File: src/rtl/mtr_ramp_ctrl_if.sv
// ---------------------------------------------------------------------------
// mtr_ramp_ctrl_if
// Bundles the command, supervision and motor-drive signals of mtr_ramp_ctrl.
//   lft_cmd / rght_cmd : requested wheel speeds (signed 12b), qualified by
//                        the one-cycle strobe cmd_vld
//   en, estop          : motor enable level, emergency stop level
//   vbatt              : battery reading (unsigned 12b)
//   lft_spd / rght_spd : registered wheel speeds to the motor driver
//   ramping, fault     : status flags; batt_low : registered undervoltage flag
// master = command source / supervisor, slave = the ramp controller.
// ---------------------------------------------------------------------------
interface mtr_ramp_ctrl_if;
  logic signed [11:0] lft_cmd;
  logic signed [11:0] rght_cmd;
  logic               cmd_vld;
  logic               en;
  logic               estop;
  logic        [11:0] vbatt;
  logic signed [11:0] lft_spd;
  logic signed [11:0] rght_spd;
  logic               ramping;
  logic               fault;
  logic               batt_low;

  modport master (
    output lft_cmd, rght_cmd, cmd_vld, en, estop, vbatt,
    input  lft_spd, rght_spd, ramping, fault, batt_low
  );

  modport slave (
    input  lft_cmd, rght_cmd, cmd_vld, en, estop, vbatt,
    output lft_spd, rght_spd, ramping, fault, batt_low
  );
endinterface

File: src/rtl/mtr_ramp_ctrl.sv
// ---------------------------------------------------------------------------
// mtr_ramp_ctrl
// Two-wheel speed ramp controller. Latched speed targets are approached in
// steps of at most STEP once every RAMP_DIV clocks; dropping en brakes both
// wheels to zero in steps of at most BRAKE_STEP. estop or a battery
// undervoltage forces both outputs to zero and holds the block in FAULT until
// it is re-armed (estop=0, batt_low=0, en=0).
// Ports:
//   clk   : system clock
//   rst_n : synchronous active-low reset
//   bus   : mtr_ramp_ctrl_if.slave (commands, supervision inputs, speeds,
//           status flags)
// ---------------------------------------------------------------------------
module mtr_ramp_ctrl #(
  parameter int          RAMP_DIV   = 1024,
  parameter int          STEP       = 16,
  parameter int          BRAKE_STEP = 64,
  parameter logic [11:0] MAX_SPD    = 12'd1800,
  parameter logic [11:0] VBATT_MIN  = 12'hA00,
  parameter logic [11:0] VBATT_HYST = 12'h040
) (
  input  logic           clk,
  input  logic           rst_n,
  mtr_ramp_ctrl_if.slave bus
);

  localparam int CW = $clog2(RAMP_DIV);
  localparam logic [CW-1:0]      CNT_LAST  = CW'(RAMP_DIV - 1);
  localparam logic signed [12:0] STEP_W    = 13'(STEP);
  localparam logic signed [12:0] BSTEP_W   = 13'(BRAKE_STEP);
  localparam logic signed [11:0] SPD_POS   = $signed(MAX_SPD);
  localparam logic signed [11:0] SPD_NEG   = -SPD_POS;
  // Release threshold kept at 13 bits so MIN+HYST cannot wrap.
  localparam logic [12:0]        VBATT_REL = {1'b0, VBATT_MIN} + {1'b0, VBATT_HYST};

  typedef enum logic [2:0] {
    ST_IDLE,
    ST_RAMP,
    ST_HOLD,
    ST_BRAKE,
    ST_FAULT
  } state_t;

  state_t             state_q, state_d;
  logic signed [11:0] lft_spd_q, lft_spd_d;
  logic signed [11:0] rght_spd_q, rght_spd_d;
  logic signed [11:0] lft_tgt_q, lft_tgt_d;
  logic signed [11:0] rght_tgt_q, rght_tgt_d;
  logic [CW-1:0]      cnt_q, cnt_d;
  logic               batt_low_q, batt_low_d;

  logic               tick;
  logic [CW-1:0]      cnt_nxt;
  logic               at_tgt;
  logic               at_zero;

  // Move cur toward tgt by at most step; difference taken at 13 bits so a
  // full-scale reversal cannot overflow.
  function automatic logic signed [11:0] step_toward(
    input logic signed [11:0] cur,
    input logic signed [11:0] tgt,
    input logic signed [12:0] step
  );
    logic signed [12:0] diff;
    logic signed [12:0] nxt;
    diff = $signed({tgt[11], tgt}) - $signed({cur[11], cur});
    if (diff <= step && diff >= -step) begin
      nxt = $signed({tgt[11], tgt});
    end else if (diff > 13'sd0) begin
      nxt = $signed({cur[11], cur}) + step;
    end else begin
      nxt = $signed({cur[11], cur}) - step;
    end
    return nxt[11:0];
  endfunction

  function automatic logic signed [11:0] sat_spd(input logic signed [11:0] c);
    logic signed [11:0] r;
    r = c;
    if (c > SPD_POS) r = SPD_POS;
    if (c < SPD_NEG) r = SPD_NEG;
    return r;
  endfunction

  assign tick    = (cnt_q == CNT_LAST);
  assign cnt_nxt = tick ? '0 : cnt_q + 1'b1;
  assign at_tgt  = (lft_spd_q == lft_tgt_q) && (rght_spd_q == rght_tgt_q);
  assign at_zero = (lft_spd_q == '0) && (rght_spd_q == '0);

  // Undervoltage flag with hysteresis.
  always_comb begin
    batt_low_d = batt_low_q;
    if (bus.vbatt < VBATT_MIN) begin
      batt_low_d = 1'b1;
    end else if ({1'b0, bus.vbatt} >= VBATT_REL) begin
      batt_low_d = 1'b0;
    end
  end

  always_comb begin
    state_d    = state_q;
    lft_spd_d  = lft_spd_q;
    rght_spd_d = rght_spd_q;
    lft_tgt_d  = lft_tgt_q;
    rght_tgt_d = rght_tgt_q;
    cnt_d      = cnt_q;

    if (bus.estop || batt_low_q) begin
      state_d    = ST_FAULT;
      lft_spd_d  = '0;
      rght_spd_d = '0;
      lft_tgt_d  = '0;
      rght_tgt_d = '0;
      cnt_d      = '0;
    end else begin
      // Latching never affects this cycle's step; it uses the old targets.
      if (bus.cmd_vld && state_q != ST_FAULT) begin
        lft_tgt_d  = sat_spd(bus.lft_cmd);
        rght_tgt_d = sat_spd(bus.rght_cmd);
      end

      unique case (state_q)
        ST_IDLE: begin
          lft_spd_d  = '0;
          rght_spd_d = '0;
          if (bus.en) begin
            state_d = ST_RAMP;
            cnt_d   = '0;
          end
        end
        ST_RAMP: begin
          if (!bus.en) begin
            state_d = ST_BRAKE;
            cnt_d   = '0;
          end else if (at_tgt) begin
            state_d = ST_HOLD;
          end else begin
            cnt_d = cnt_nxt;
            if (tick) begin
              lft_spd_d  = step_toward(lft_spd_q, lft_tgt_q, STEP_W);
              rght_spd_d = step_toward(rght_spd_q, rght_tgt_q, STEP_W);
            end
          end
        end
        ST_HOLD: begin
          if (!bus.en) begin
            state_d = ST_BRAKE;
            cnt_d   = '0;
          end else if (!at_tgt) begin
            state_d = ST_RAMP;
            cnt_d   = '0;
          end
        end
        ST_BRAKE: begin
          if (bus.en) begin
            state_d = ST_RAMP;
            cnt_d   = '0;
          end else if (at_zero) begin
            state_d = ST_IDLE;
          end else begin
            cnt_d = cnt_nxt;
            if (tick) begin
              lft_spd_d  = step_toward(lft_spd_q, '0, BSTEP_W);
              rght_spd_d = step_toward(rght_spd_q, '0, BSTEP_W);
            end
          end
        end
        ST_FAULT: begin
          lft_spd_d  = '0;
          rght_spd_d = '0;
          if (!bus.en) begin
            state_d = ST_IDLE;
          end
        end
        default: begin
          state_d = ST_IDLE;
        end
      endcase
    end
  end

  always_ff @(posedge clk) begin
    if (!rst_n) begin
      state_q    <= ST_IDLE;
      lft_spd_q  <= '0;
      rght_spd_q <= '0;
      lft_tgt_q  <= '0;
      rght_tgt_q <= '0;
      cnt_q      <= '0;
      batt_low_q <= 1'b0;
    end else begin
      state_q    <= state_d;
      lft_spd_q  <= lft_spd_d;
      rght_spd_q <= rght_spd_d;
      lft_tgt_q  <= lft_tgt_d;
      rght_tgt_q <= rght_tgt_d;
      cnt_q      <= cnt_d;
      batt_low_q <= batt_low_d;
    end
  end

  assign bus.lft_spd  = lft_spd_q;
  assign bus.rght_spd = rght_spd_q;
  assign bus.ramping  = (state_q == ST_RAMP) || (state_q == ST_BRAKE);
  assign bus.fault    = (state_q == ST_FAULT);
  assign bus.batt_low = batt_low_q;

endmodule
File: src/flat_wrapper.sv
// flat-port wrapper written by rule: the top's interface ports become plain ports
module mtr_ramp_ctrl_flat 
#(
  parameter int          RAMP_DIV   = 1024,
  parameter int          STEP       = 16,
  parameter int          BRAKE_STEP = 64,
  parameter logic [11:0] MAX_SPD    = 12'd1800,
  parameter logic [11:0] VBATT_MIN  = 12'hA00,
  parameter logic [11:0] VBATT_HYST = 12'h040
)
  (clk, rst_n, bus_lft_cmd, bus_rght_cmd, bus_cmd_vld, bus_en, bus_estop, bus_vbatt, bus_lft_spd, bus_rght_spd, bus_ramping, bus_fault, bus_batt_low);
  mtr_ramp_ctrl_if bus_i ();
  input  logic clk;
  input  logic rst_n;
  input wire logic [$bits(bus_i.lft_cmd)-1:0] bus_lft_cmd;
  input wire logic [$bits(bus_i.rght_cmd)-1:0] bus_rght_cmd;
  input wire logic [$bits(bus_i.cmd_vld)-1:0] bus_cmd_vld;
  input wire logic [$bits(bus_i.en)-1:0] bus_en;
  input wire logic [$bits(bus_i.estop)-1:0] bus_estop;
  input wire logic [$bits(bus_i.vbatt)-1:0] bus_vbatt;
  output wire logic [$bits(bus_i.lft_spd)-1:0] bus_lft_spd;
  output wire logic [$bits(bus_i.rght_spd)-1:0] bus_rght_spd;
  output wire logic [$bits(bus_i.ramping)-1:0] bus_ramping;
  output wire logic [$bits(bus_i.fault)-1:0] bus_fault;
  output wire logic [$bits(bus_i.batt_low)-1:0] bus_batt_low;
  assign bus_i.lft_cmd = bus_lft_cmd;
  assign bus_i.rght_cmd = bus_rght_cmd;
  assign bus_i.cmd_vld = bus_cmd_vld;
  assign bus_i.en = bus_en;
  assign bus_i.estop = bus_estop;
  assign bus_i.vbatt = bus_vbatt;
  assign bus_lft_spd = bus_i.lft_spd;
  assign bus_rght_spd = bus_i.rght_spd;
  assign bus_ramping = bus_i.ramping;
  assign bus_fault = bus_i.fault;
  assign bus_batt_low = bus_i.batt_low;
  mtr_ramp_ctrl #(.RAMP_DIV(RAMP_DIV), .STEP(STEP), .BRAKE_STEP(BRAKE_STEP), .MAX_SPD(MAX_SPD), .VBATT_MIN(VBATT_MIN), .VBATT_HYST(VBATT_HYST)) u_core (.clk(clk), .rst_n(rst_n), .bus(bus_i));
endmodule
File: config.mk
export PLATFORM = sky130hd
export DESIGN_NAME = mtr_ramp_ctrl_flat
export DESIGN_NICKNAME = d
export VERILOG_FILES = /design/src/rtl/mtr_ramp_ctrl_if.sv /design/src/rtl/mtr_ramp_ctrl.sv /design/src/flat_wrapper.sv
export SDC_FILE = /design/constraint.sdc
export NUM_CORES = 1
export LEC_CHECK = 0
export BUFFER_PORTS_ARGS = -buffer_cell sky130_fd_sc_hd__buf_4
export CORE_UTILIZATION = 56
export CTS_BUF_LIST = sky130_fd_sc_hd__clkbuf_4 sky130_fd_sc_hd__clkbuf_8
export DETAILED_ROUTE_END_ITERATION = 8
export GPL_ROUTABILITY_DRIVEN = 0
export PLACE_DENSITY = 0.91
export SYNTH_ARGS = -nofsm -noshare
export SYNTH_HDL_FRONTEND = slang
export SYNTH_SLANG_ARGS = --single-unit
export TNS_END_PERCENT = 100
File: constraint.sdc
create_clock -name clk -period 4.1 [get_ports clk]
set_input_delay 0.41 -clock clk [delete_from_list [all_inputs] [get_ports clk]]
set_output_delay 0.41 -clock clk [all_outputs]
set_load 0.03 [all_outputs]
After elaboration in Yosys (flattened, before gate mapping)

Index checks and enable logic that the tools add are counted.

Reductions and logical operators: 21
Equality and inequality tests: 26
Bitwise operators: 1
$add $sub $neg: 13
Muxes and demuxes: 47
Order comparisons: 18

Operators by type and width:

| kind                  | count |
|---|---|
| $mux 12               | 24 |
| $mux 10               | 8 |
| $pmux 12 s3           | 2 |
| $gt 13x1->1 const B   | 4 |
| $pmux 10 s4           | 1 |
| $lt 12x12->1 const B  | 3 |
| $mux 3                | 9 |
| $ge 13x5->1 const B   | 2 |
| $ge 13x7->1 const B   | 2 |
| $le 13x6->1 const B   | 2 |
| $le 13x8->1 const B   | 2 |
| $sub 1x12->13 const A | 2 |
| $sub 12x12->13        | 2 |
| $add 12x6->12 const B | 2 |
| $add 12x8->12 const B | 2 |
| $eq 12x12->1          | 2 |
| $gt 12x12->1 const B  | 2 |
| $logic_not 12->1      | 2 |
| $sub 12x6->12 const B | 2 |
| $sub 12x8->12 const B | 2 |
| $pmux 3 s5            | 1 |
| $reduce_and 5->1      | 3 |
| $ge 12x12->1 const B  | 1 |
| $ne 2x2->1 const B    | 6 |
| 20 further kinds      | 38 |

Bits in registers: 62
Word-level logic and storage cells: 134
Output and inout port bits: 27

Depth between registers and ports, before layout

Gate-level depths: netlist (run 1).

Word-level depth: 8
Mapped depth: 21
Gate-level depth less buffers: 20

Worst setup path after synthesis (run 1)

OpenSTA, ideal clock, no wires.

Path kind: reg-to-reg
Start point: reg u_core.rght_spd_q[3], in the netlist u_core.bus.rght_spd[3]
End point: reg u_core.rght_spd_q[11], in the netlist u_core.bus.rght_spd[11]
Cell stages (with the launch flop): 21
Buffers on the path: 1
Arrival time: 4,482 ps
Setup slack: -451 ps
Clock period less this slack: 4,551 ps
Path through: dfxtp_1 -> inv_1 -> ha_1 -> a21oi_1 -> nor2b_1 -> or3_1 -> buf_2 -> a211o_1 -> a21oi_1 -> xor2_1 -> a41o_1 -> ha_1 -> a21o_1 -> a21o_1 -> a21o_1 -> a21oi_1 -> o21ai_0 -> xnor2_1 -> xnor2_1 -> mux2_2 -> o21ai_1

Cells in the longest elaborated chain, start to end: 8
Elaborated cells between the ends (all ways): 32
Those cells by class: add/sub (6); order compare (6); eq/ne (3); mux (11); reduce/logical (6)

Ends and longest elaborated chain:

| element                                                | RTL line                                   | RTL |
|---|---|---|
| from (decl)                                            | mtr_ramp_ctrl.sv:46                        | `logic signed [11:0] rght_spd_q, rght_spd_d;` |
| from (signal assigned)                                 | mtr_ramp_ctrl.sv:194                       | `rght_spd_q <= rght_spd_d;` |
| $sub 1x12->13 / $sub 12x12->13 (equally long branches) | mtr_ramp_ctrl.sv:66                        | `diff = $signed({tgt[11], tgt}) - $signed({cur[11], cur});` |
| $gt 13x1->1 (tied with other cells)                    | mtr_ramp_ctrl.sv:69                        | `end else if (diff > 13'sd0) begin` |
| $mux 12 / $logic_and 1x1->1 (equally long branches)    | mtr_ramp_ctrl.sv:69, mtr_ramp_ctrl.sv:67   |  |
| $mux 12                                                | mtr_ramp_ctrl.sv:67                        | `if (diff <= step && diff >= -step) begin` |
| $mux 12 (on tied branches)                             | mtr_ramp_ctrl.sv:162, mtr_ramp_ctrl.sv:139 |  |
| $mux 12 (on tied branches)                             | mtr_ramp_ctrl.sv:158, mtr_ramp_ctrl.sv:135 |  |
| $mux 12 (on tied branches)                             | mtr_ramp_ctrl.sv:155, mtr_ramp_ctrl.sv:132 |  |
| $pmux 12 s3                                            | mtr_ramp_ctrl.sv:122                       | `unique case (state_q)` |

Several ways; a longest one is shown, not always the timed one. The select of a mux whose other input is x is not followed.
A chain may end at the register's enable or synchronous reset.

Worst setup path after layout (run 1)

Start point: reg u_core.rght_spd_q[2], in the netlist u_core.bus.rght_spd[2]
End point: reg u_core.rght_spd_q[10], in the netlist u_core.bus.rght_spd[10]

The elaborated chain is that of the path after synthesis.

==> results.cfg, run 1 <==
[setup_path]
crit_family = compound AO/OA/AOI/OAI gates
required_ns = 4.41
worstRegToRegCells = 19
critPathArrivalTime_ns = 4.36
crit_path_end = u_core.bus.rght_spd[10]
crit_path_start = u_core.bus.rght_spd[2]
r2r_slack_ns = 0.05
cpMaxStageDelayCell = fa_2
crit_path_end_kind = flip-flop
r2r_end = u_core.bus.rght_spd[10]
crit_cells = 19
max_stage_delay_ns = 0.37
crit_path_frequent_cell = a21o_1
crit_type = flip-flop to flip-flop
path_max_fanout = 5
reg2reg_from = u_core.bus.rght_spd[2]
crit_chain = inv_4 > ha_4 > nor2b_2 > o31a_1 > o21a_1 > o31a_1 > o211ai_1 > nor3_2 > a41o_2 > buf_6 > fa_2 > a21o_1 > a21o_1 > a21o_1 > a21oi_2 > xnor2_1 > nand2_1 > mux2i_1 > o221a_2
path_buf_inv = 2
start_kind = flip-flop

[synth]
synth_area_per_cell_sq_um = 7.75
ys_seq_area_share_pct = 20.9
synth_ff_type = dfxtp_1
synthCells = 767
synth_top_family_by_area = compound AO/OA/AOI/OAI gates
ys.warnings.count = 0
synthXorXnorAreaFrac_pct = 6.04
synth_fa_ha_area_share_pct = 12.8
muxShareOfSynthArea_pct = 3.62
ys_types = 76
ys_seq_elements = 62
synth-compound-area-share_pct = 27.4
syn_area_sq_mm = 0.00594
syn-num-nets = 865
synth-simple-area-share_pct = 24.2
synth-edff-count = 0
async_flop_share_pct = 0

[cts]
clockBufferDepth = 2
cts_tree = yes
cts.sinks = 62
htree_levels = 3
cts_root_buf = clkbuf_8
holdBufCountCts = 0
clk_latency_ns = 0.37
numCtsBuffers = 9
path_clk_slew_ns = 0.08

[run]
drv_cap = 0

[layout]
multi_input_area_sq_mm = 0.00475
fillers = 680
drive_above_1_share_pct = 28.2
fin_util_pct = 73.6
area_growth_pct = 27.9
seqCellArea_sq_mm = 0.00127
num_antenna_cells = 0
final_cell_mix = buf_4, nand2_1, nor2_1, a21oi_1, dfxtp_1
layout_commonest_cell = buf_4
nNetsFinal = 991

[global_routing]
overflow = 0
first_global_vias = 6355
grt_usage_pct = 32.2
grt_pass1_wl_um = 28900
grt_max_degree = 31
antenna_found_initial = 0

[die]
die_x_um = 105
io_pins = 68
row_count = 37
initial_core_util_pct = 57.5
dieArea_sq_mm = 0.0110
fp.dieH_um = 105
core_region_area_sq_mm = 0.0103

[drt]
drt_iter0_drc = 570
dr.pass1.iters = 6
drc_errors = 0
wl_um = 19400
wl_per_cell_um = 18.8
vias = 6731
vias_per_cell = 6.51
antenna_left = 0

[sta]
setup_viol = 0
final.setup.tns_ns = 0
maxSlewViolCount = 0
finalCritPeriodShare_pct = 98.8
fin_hold_ws_ns = 0.247
period_needed_ns = 4.05
worst_pin_slew_ns = 0.832
timing.max_slew.rel_slack_pct = 43.7
hold_viol = 0
clock.fmax_mhz = 247
rsz0062_at_grt = true
fin_skew_ns = 0.0144

[power_and_ir_drop]
leakagePower_uw = 0.00334
vdd_drop_max_uv = 197
power.total_uw = 2020
p_per_area_mw_per_mm2 = 266

[run_status]
status = complete, no violations

[hold_path]
hold_path_class = primary input to flip-flop

[place]
dp.final_hpwl_um = 13200
portBuffers = 61
-- stage by stage --
step	instances	setup WS, ns	area, sq um
3_3_place_gp	1006	0.0689	7010
2_1_floorplan	767	-0.0148	6000
5_1_grt	1034	-0.184	7600
6_report	1034	0.0508	7600
3_5_place_dp	1006	-0.0442	7010
4_1_cts	1023	0.000410	7210
-- layer usage --
layer | vias to the layer above | wire length (um) | share of wire, % | global-route usage [%]
met1 | 3156 | 7410 | 38 | 36.9
met2 | 407 | 9740 | 50 | 56.6
li1 | 3084 | - | - | -
met5 | - | 0 | 0 | 0
met4 | 0 | 764 | 3.9 | 17.4
met3 | 84 | 1490 | 7.7 | 5.86
-- cell families (layout without fill, tap and decap cells) --
| logic type | Yosys count | after routing |
|---|---|---|
| flip-flops | 62 | 62 |
| AO/OA/AOI/OAI | 241 | 241 |
| buffers and inverters | 73 | 204 |
| AND/OR/NAND/NOR | 272 | 272 |
| adder cells (fa/ha/maj) | 57 | 57 |
| multiplexers | 21 | 21 |
| XOR/XNOR | 41 | 41 |
-- synthesized netlist by cell type (all sizes together) (5+ instances only) --
cell type	count	area [sq um]
mux2i	17	170
fa	6	120
inv	47	176
nand2	76	300
and3	5	31.3
nand3	20	100
buf	9	58.8
a22oi	11	82.6
a31oi	9	56.3
nand4	8	65.1
nor3	21	105
a21oi	68	344
ha	51	638
nor4b	6	71.3
or3	7	48.8
nor2b	13	81.3
a21boi	5	37.5
nand2b	9	56.3
xnor2	23	201
o221a	7	78.8
nor3b	8	60.1
clkbuf	17	63.8
o2111ai	5	43.8
a22o	7	61.3
o21ai	49	245
dfxtp	62	1240
a211oi	5	42.5
nor2	60	225
xor2	18	158
o21a	5	37.5
a21o	20	150
nand3b	9	67.6
o32ai	5	62.6
nor4	10	62.6
and2	5	31.3
o31a	5	43.8
-- flip-flops by register name, summed over array words and instances (netlist names) --
register	flops
u_core.state_q	3
u_core.lft_tgt_q	12
u_core.rght_tgt_q	12
u_core.cnt_q	10
u_core.bus.lft_spd	12
u_core.bus.rght_spd	12
u_core.bus.batt_low	1
-- where the power goes --
part           switching (uW)  internal [uW]
sequential               14.1            610
clock                     278            229
combinational             481            406
total                     773           1250
-- worst min path at each step --
stage	startpoint	endpoint	slack (ns)	depth (start not counted)
after global routing	bus_vbatt[11]	u_core.bus.batt_low	0.25	2
final	bus_vbatt[11]	u_core.bus.batt_low	0.25	2
after floorplan	u_core.cnt_q[1]	u_core.cnt_q[1]	0.45	2
after global placement	u_core.rght_tgt_q[10]	u_core.rght_tgt_q[10]	0.47	2
after CTS	bus_vbatt[11]	u_core.bus.batt_low	0.25	2
after detailed placement	u_core.rght_tgt_q[8]	u_core.rght_tgt_q[8]	0.47	2
-- final cells by class --
class	instances	area share [%]
clock buffers	11	1.83
clock inverters	5	0.362
inverters	47	2.35
multi-input cells	632	62.5
flip-flops and latches	62	16.7
well taps	136	2.24
repair buffers	141	14.0
-- repair_timing --
action                     CTS  global route
cloned                       0             0
setup buffers                1            12
gates resized for setup      6            59
setup endpoints to repair    4             6
pin swaps                    0            38
(Power assumes the default switching activity.)
==> run 2, diff against run 1 <==
--- a/config.mk
+++ b/config.mk
@@ -6,6 +6,7 @@
 export NUM_CORES = 1
 export LEC_CHECK = 0
 export BUFFER_PORTS_ARGS = -buffer_cell sky130_fd_sc_hd__buf_4
+export CORE_ASPECT_RATIO = 0.8
 export CORE_UTILIZATION = 56
 export CTS_BUF_LIST = sky130_fd_sc_hd__clkbuf_4 sky130_fd_sc_hd__clkbuf_8
 export DETAILED_ROUTE_END_ITERATION = 8
==> run 2 against run 1 <==
  * The run now ends with design-rule violations left
  * Global-route usage grew 1.8 points
  * Via count shrank 0.37%
  * Flip-flop and latch count is the same
  * Die area is essentially flat
  * Combinational power shrank 4.7%
  * Clock power grew 22%
  * Final area shrank 0.91%
  * Utilization shrank 0.36 points
  * Cell count is essentially flat
  * Highest routed layer unchanged
==> results.cfg, run 2 (same netlist as run 1, synthesis figures left out) <==
[layout]
seqCellArea_sq_mm = 0.00127
final_cell_mix = buf_4, nand2_1, nor2_1, a21oi_1, dfxtp_1
layout_commonest_cell = buf_4
nNetsFinal = 988
instances_no_fill = 1035
drive_above_1_share_pct = 27.7
multi_input_area_sq_mm = 0.00465
area_growth_pct = 26.8
fillers = 718
num_antenna_cells = 0

[hold_path]
hold_path_class = primary input to flip-flop
holdPathStages = 2

[power_and_ir_drop]
vdd_drop_max_uv = 173
p_per_area_mw_per_mm2 = 277
leakagePower_uw = 0.00335

[die]
dieArea_sq_mm = 0.0110
row_count = 33
io_pins = 68
die_x_um = 117
fp.dieH_um = 94.1
initial_core_util_pct = 57.8
core_region_area_sq_mm = 0.0103

[global_routing]
antenna_found_initial = 0
overflow = 0
grt_usage_pct = 34.0
grt_pass1_wl_um = 29300
first_global_vias = 6038
grt_max_degree = 25

[drt]
wl_met2_um = 8490
vias = 6706
vias_per_cell = 6.48
wl_per_cell_um = 18.7
drt_iter0_drc = 1058
dr.pass1.iters = 9
drc_errors = 1
dr.max_layer_used = met4
met3_length_um = 2280
wl_um = 19400
routedLengthMet1_um = 7890
antenna_left = 0

[sta]
hold_viol = 0
rsz0062_at_grt = true
period_needed_ns = 4.05
timing.max_slew.rel_slack_pct = 42.8
worst_pin_slew_ns = 0.849
clock.fmax_mhz = 247
finalCritPeriodShare_pct = 98.7
setup_slack_ns = 0.0531
maxSlewViolCount = 0
setup_viol = 0
fin_skew_ns = 0.00984

[cts]
holdBufCountCts = 0
clockBufferDepth = 2
cts.sinks = 62
cts_root_buf = clkbuf_8
numCtsBuffers = 9
cts_tree = yes
path_clk_slew_ns = 0.08
clk_latency_ns = 0.37
htree_levels = 3

[place]
portBuffers = 61
post-place-ws_ns = -0.0690
dp.final_hpwl_um = 13300
place_inst = 1009

[setup_path]
start_kind = flip-flop
crit_type = flip-flop to flip-flop
path_max_fanout = 10
worstRegToRegCells = 19
required_ns = 4.41
crit_path_end_kind = flip-flop
critPathArrivalTime_ns = 4.36

[run_status]
violations = design-rule violations
status = complete, but fails checks

[run]
drv_cap = 0
## run 2: path summary, 6_finish.rpt
kind	from	endpoint	slack [ns]
worst max-delay path	u_core.bus.rght_spd[7]	u_core.bus.rght_spd[10]	0.05
worst min register to register	u_core.rght_tgt_q[11]	u_core.rght_tgt_q[11]	0.49
worst min-delay path	bus_vbatt[11]	u_core.bus.batt_low	0.23
worst max register to register	u_core.bus.rght_spd[7]	u_core.bus.rght_spd[10]	0.05
## run 2: where the power goes
group / switching (uW) / internal [uW] / total, uW
Sequential: 13.4 / 610 / 624
Combinational: 469 / 376 / 845
Clock: 270 / 348 / 618
## run 2: metal layers
layer | up-vias | track usage, %
met5 | - | 0
met4 | 0 | 8.33
met3 | 94 | 6.52
met2 | 481 | 52.7
met1 | 3054 | 48.0
li1 | 3077 | -
## run 2: stage by stage
| step | hold WS, ns | total power, uW | TNS [ns] | instance area (sq um) | util [%] |
|---|---|---|---|---|---|
| 6_report | 0.232 | 2090 | 0 | 7530 | 73.3 |
| 5_1_grt | 0.239 | 2180 | -0.348 | 7530 | 73.3 |
| 4_1_cts | 0.227 | 2000 | 0 | 7300 | 71.0 |
| 3_5_place_dp | 0.475 | 1380 | -0.141 | 7010 | 68.2 |
| 3_3_place_gp | 0.463 | 1350 | 0 | 7010 | 68.2 |
| 2_1_floorplan | 0.449 | 1160 | -0.0148 | 6000 | - |
## run 2: worst max-delay path: stages, from the launching register on
cell	delay [ns]
dfxtp_2	0.34
inv_1	0.05
ha_1	0.32
buf_4	0.17
nand3_1	0.13
nor2_1	0.31
o21a_1	0.21
o31a_1	0.17
buf_4	0.11
o22ai_1	0.11
a41o_2	0.32
fa_2	0.38
a21o_1	0.20
a21o_1	0.20
a21o_1	0.20
a21oi_2	0.15
xnor2_1	0.14
nand2_1	0.08
mux2i_1	0.19
o221a_2	0.20
## run 2: what timing repair did
action / CTS / global route
buffers inserted: 4 / 6
pin swaps: 8 / 32
endpoints found under the hold margin: 0 / 0
endpoints found under the setup margin: 5 / 7
cloned: 0 / 0
resized for setup: 12 / 49
## run 2: final cells by class
type                    instances  area share [%]
clock inverters                 6            1.15
multi-input cells             632            61.7
repair buffers                138            13.8
flip-flops and latches         62            16.9
well taps                     140            2.33
clock buffers                  10            1.74
inverters                      47            2.38
